$ cat src/rtl/sdram_arbit.sv
// sdram_arbit: central arbiter and command multiplexer for the SDRAM controller.
// It holds the bus for the init sequence until init_end. After that it grants
// one requester at a time. Refresh has top priority, and write/read alternate
// when both are pending. It has no preemption: a grant is held until the
// owner's end pulse.
module sdram_arbit #(
    parameter logic [3:0] CMD_NOP = 4'b0111
) (
    input  logic        clk,
    input  logic        rst_n,
    input  logic        init_end,
    input  logic [3:0]  init_cmd,
    input  logic [1:0]  init_bank_addr,
    input  logic [12:0] init_addr,
    input  logic        aref_req,
    input  logic        aref_end,
    input  logic [3:0]  aref_cmd,
    input  logic [12:0] aref_addr,
    input  logic [1:0]  aref_bank_addr,
    input  logic        wr_req,
    input  logic        wr_end,
    input  logic [3:0]  wr_cmd,
    input  logic [1:0]  wr_bank_addr,
    input  logic [12:0] wr_sdram_addr,
    input  logic        wr_sdram_en,
    input  logic [15:0] wr_sdram_data,
    input  logic        rd_req,
    input  logic        rd_end,
    input  logic [3:0]  rd_cmd,
    input  logic [1:0]  rd_bank_addr,
    input  logic [12:0] rd_sdram_addr,
    output logic        aref_en,
    output logic        wr_en,
    output logic        rd_en,
    output logic [3:0]  sdram_cmd,
    output logic [1:0]  sdram_bank_addr,
    output logic [12:0] sdram_addr,
    output logic        sdram_dq_oe,
    output logic [15:0] sdram_dq_out
);

    typedef enum logic [2:0] {
        IDLE  = 3'd0,
        ARBIT = 3'd1,
        AREF  = 3'd2,
        WRITE = 3'd3,
        READ  = 3'd4
    } state_t;

    state_t state_q, state_d;
    logic   last_wr_q, last_wr_d;

    // State register and write/read fairness bit; reset takes effect at once, even mid-burst
    always_ff @(posedge clk or negedge rst_n) begin
        if (!rst_n) begin
            state_q   <= IDLE;
            last_wr_q <= 1'b0;
        end else begin
            state_q   <= state_d;
            last_wr_q <= last_wr_d;
        end
    end

    // Next-state: arbitration only happens in ARBIT, so every grant is separated by one ARBIT cycle
    always_comb begin
        state_d   = state_q;
        last_wr_d = last_wr_q;
        case (state_q)
            IDLE: begin
                if (init_end) state_d = ARBIT;
            end
            ARBIT: begin
                if (aref_req) begin
                    state_d = AREF;
                end else if (wr_req && (!rd_req || !last_wr_q)) begin
                    // Write wins when it is alone, or under contention when read went last
                    state_d   = WRITE;
                    last_wr_d = 1'b1;
                end else if (rd_req) begin
                    state_d   = READ;
                    last_wr_d = 1'b0;
                end
            end
            AREF: begin
                if (aref_end) state_d = ARBIT;
            end
            WRITE: begin
                if (wr_end) state_d = ARBIT;
            end
            READ: begin
                if (rd_end) state_d = ARBIT;
            end
            default: state_d = IDLE;
        endcase
    end

    // Grant decode and command/address mux, purely from the current state
    always_comb begin
        aref_en         = 1'b0;
        wr_en           = 1'b0;
        rd_en           = 1'b0;
        sdram_cmd       = CMD_NOP;
        sdram_bank_addr = 2'd0;
        sdram_addr      = 13'd0;
        case (state_q)
            IDLE: begin
                sdram_cmd       = init_cmd;
                sdram_bank_addr = init_bank_addr;
                sdram_addr      = init_addr;
            end
            AREF: begin
                aref_en         = 1'b1;
                sdram_cmd       = aref_cmd;
                sdram_bank_addr = aref_bank_addr;
                sdram_addr      = aref_addr;
            end
            WRITE: begin
                wr_en           = 1'b1;
                sdram_cmd       = wr_cmd;
                sdram_bank_addr = wr_bank_addr;
                sdram_addr      = wr_sdram_addr;
            end
            READ: begin
                rd_en           = 1'b1;
                sdram_cmd       = rd_cmd;
                sdram_bank_addr = rd_bank_addr;
                sdram_addr      = rd_sdram_addr;
            end
            default: ;
        endcase
    end

    // DQ is driven only while the write module owns the bus and flags valid data
    always_comb begin
        sdram_dq_oe  = (state_q == WRITE) && wr_sdram_en;
        sdram_dq_out = sdram_dq_oe ? wr_sdram_data : 16'h0000;
    end

endmodule

$ cat config.mk
export PLATFORM = sky130hd
export DESIGN_NAME = sdram_arbit
export DESIGN_NICKNAME = d
export VERILOG_FILES = /design/src/rtl/sdram_arbit.sv
export SDC_FILE = /design/constraint.sdc
export NUM_CORES = 1
export LEC_CHECK = 0
export ABC_AREA = 1
export CAP_MARGIN = 20
export CORE_MARGIN = 2
export CORE_UTILIZATION = 21
export DETAILED_ROUTE_END_ITERATION = 6
export PLACE_DENSITY = 0.8
export SYNTH_ARGS = -nofsm -noshare
export SYNTH_HDL_FRONTEND = slang
export SYNTH_SLANG_ARGS = --single-unit
$ cat constraint.sdc
create_clock -name clk -period 1.42 [get_ports clk]
set_input_delay 0.426 -clock clk [delete_from_list [all_inputs] [get_ports clk]]
set_output_delay 0.426 -clock clk [all_outputs]
set_load 0.1 [all_outputs]
==> flow_summary.json <==
{
  "detail_route.wl_per_cell_um": 13.6,
  "worst-setup-path-type": "register to output pin",
  "gp_congestion": 0.796,
  "antenna_cells": 0,
  "cp_slowest_cell": "dfrtp_2",
  "violations": "negative setup slack",
  "crit_path_cell_trace": "nand2_2 > nor2_4 > buf_12 > buf_6 > nand2_1 > nand4_1 > buf_12",
  "rsz0062_at_grt": "yes",
  "worstMarginPinSlew_ns": 0.464,
  "max_slew_margin": 0.691,
  "grt_util_all_layers": 0.197,
  "core_area_um2": 4380,
  "met1_length_um": 2010,
  "crit_path_end_kind": "output pin",
  "clk_pin_slew_ns": 0.03,
  "num_rows": 24,
  "nets": 452,
  "fin_ws_ns": -0.548,
  "clk_latency_ns": 0.22,
  "wl_met3_um": 528,
  "num_vias": 1855,
  "synth_cell_types": 19,
  "final-max-slew-violation-count": 0,
  "wirelength_um": 5450,
  "dp.cells": 389,
  "clock_sinks": 4,
  "postSynthCellCount": 189,
  "routed.top_layer": "met4",
  "hp-class": "primary input to async pin",
  "period_needed_ns": 1.97,
  "ant_nets": 0,
  "dr.pass1.iters": 4,
  "first_iter_violations": 57,
  "synth-seq-cells": 4,
  "cts_hold_buffers": 0,
  "dpl.hpwl_um": 4170,
  "cpMostUsedCell": "buf_12",
  "start_kind": "register",
  "skew_ns": 0.000648,
  "cp.required_ns": 0.99,
  "gr-total-overflow": 0,
  "maxCapViolations": 0,
  "wl_met2_um": 2830,
  "min_period_over_period": 1.39,
  "syn_nets": 291,
  "fmaxAchievable_ghz": 0.508,
  "arrival_ns": 1.54,
  "ys_seq_area_frac": 0.105,
  "outcome": "finished with violations",
  "cts_tree": "done",
  "yosys-top-cells-area": "nand2_1 28%, nand3_1 13%, nand4_1 13%, dfrtp_1 10%, inv_1 9.4%",
  "start_util": 0.218,
  "path_delay_family": "buffers and inverters",
  "clockBufferDepth": 2,
  "syn_avg_cell_area_um2": 5.06,
  "yosys.area.top_type": "nand2_1",
  "powerDensity_nw_per_um2": 2390,
  "netlist_area_um2": 957,
  "setup_viol": 40,
  "slowest_delay_ns": 0.41,
  "yosys_warnings": 0,
  "cts_buffers": 3,
  "viasPerCell": 4.64,
  "cp_max_fo": 6,
  "p_leak_uw": 0.00138,
  "drive_above_1_share": 0.313,
  "hold_ws_ns": 0.417,
  "yosys.area.top_type_share": 0.278,
  "h-tree-depth": 1,
  "fillCellCount": 309,
  "fin_cells": 400,
  "die_h_um": 71.5,
  "grt_pass1_vias": 1856,
  "hold_viol_final": 0,
  "root_buffer": "clkbuf_8",
  "die_x_um": 71.5,
  "grt_max_degree": 23,
  "area_delta_synth_final_pct": 240,
  "peakVddDrop_mv": 1.45,
  "worst-path-buf-inv": 3,
  "port_buffers": 140,
  "antenna_found_initial": 0,
  "drcViolationCount": 0,
  "grt_first_pass_wirelength_um": 8060,
  "ios": 141,
  "die-area_um2": 5110
}
==> layout make-up <==
| cell class | count | area [um2] | share of cell area |
|---|---|---|---|
| repair buffers | 165 | 2070 | 0.635 |
| multi-input cells | 148 | 863 | 0.265 |
| inverters | 28 | 113 | 0.0346 |
| flip-flops and latches | 4 | 104 | 0.0319 |
| well taps | 52 | 65.1 | 0.0200 |
| clock buffers | 3 | 41.3 | 0.0127 |
==> worst paths after layout <==
check | from | depth (start not counted) | to | slack (ns)
setup / recovery | state_q[1]$_DFFE_PN0P_ | 7 | sdram_cmd[3] | -0.55
hold / removal | rst_n | 1 | last_wr_q$_DFFE_PN0P_ | 0.42
setup reg to reg | state_q[1]$_DFFE_PN0P_ | 10 | state_q[1]$_DFFE_PN0P_ | -0.01
hold reg to reg | last_wr_q$_DFFE_PN0P_ | 2 | last_wr_q$_DFFE_PN0P_ | 0.55
max in group asynchronous | rst_n | 1 | state_q[1]$_DFFE_PN0P_ | 0.81
min in group clk | last_wr_q$_DFFE_PN0P_ | 2 | last_wr_q$_DFFE_PN0P_ | 0.55
==> cell families after synthesis <==
kind of cell | count (synthesis) | synth area share
and+or+nand+nor | 140 | 0.675
DFF | 4 | 0.105
AOI/OAI and AO/OA | 6 | 0.0340
buffers and inverters | 39 | 0.187
==> cells in the final DEF, fill, tap and decap left out, types with 3 or more instances in the layout <==
cell             synthesis  routed
buf_12                   0      42
buf_4                    1      13
buf_6                    3       7
clkbuf_8                 0       3
clkdlybuf4s50_1          0     100
dfrtp_2                  0       3
inv_1                   24      22
inv_2                    4       3
inv_4                    0       3
nand2_1                 71      63
nand2_2                  1       8
nand3_1                 25      25
nand4_1                 20      20
nor2_4                   1      19
==> Yosys cell counts <==
cell,number
clkbuf_1,2
buf_6,3
nand2_1,71
o21ai_0,2
nor2_2,10
nand4_1,20
buf_4,1
nand3_1,25
nand2_2,1
o31ai_1,1
nand3b_1,1
a21oi_1,2
nor2_1,11
inv_1,24
nor2_4,1
o21ai_1,1
dfrtp_1,4
buf_2,5
inv_2,4
==> routing by layer <==
metal / GRT usage / vias to the layer above
li1: - / 930
met1: 0.216 / 820
met2: 0.364 / 99
met3: 0.0549 / 6
met4: 0.0608 / 0
met5: 0 / -
==> repair_timing <==
item / CTS / global route
endpoints found under the setup margin: 43 / 42
gates resized for setup: 16 / 27
setup buffers: 3 / 1
gates cloned: 2 / 2
pin swaps: 5 / 11
==> power by group <==
part | switching [uW] | internal (uW)
combinational | 4600 | 2690
clock | 58.4 | 181
sequential | 70.7 | 169
==> metrics by stage <==
stage	setup TNS (ns)	worst slack, ns	cell area (um2)	total power [uW]	utilization
2_1_floorplan	-24.86	-0.786	1050	4410	-
3_3_place_gp	-15.41	-0.531	2970	7070	0.676
3_5_place_dp	-16.16	-0.557	2970	7130	0.676
4_1_cts	-19.28	-0.542	3100	7590	0.707
5_1_grt	-21.39	-0.609	3250	8060	0.742
6_report	-18.83	-0.548	3250	7760	0.742
==> flip-flops by register name (all words and copies together) (netlist names) <==
| signal | flops |
|---|---|
| last_wr_q | 1 |
| state_q | 3 |
Note: power is estimated with default switching activity, not from simulation.
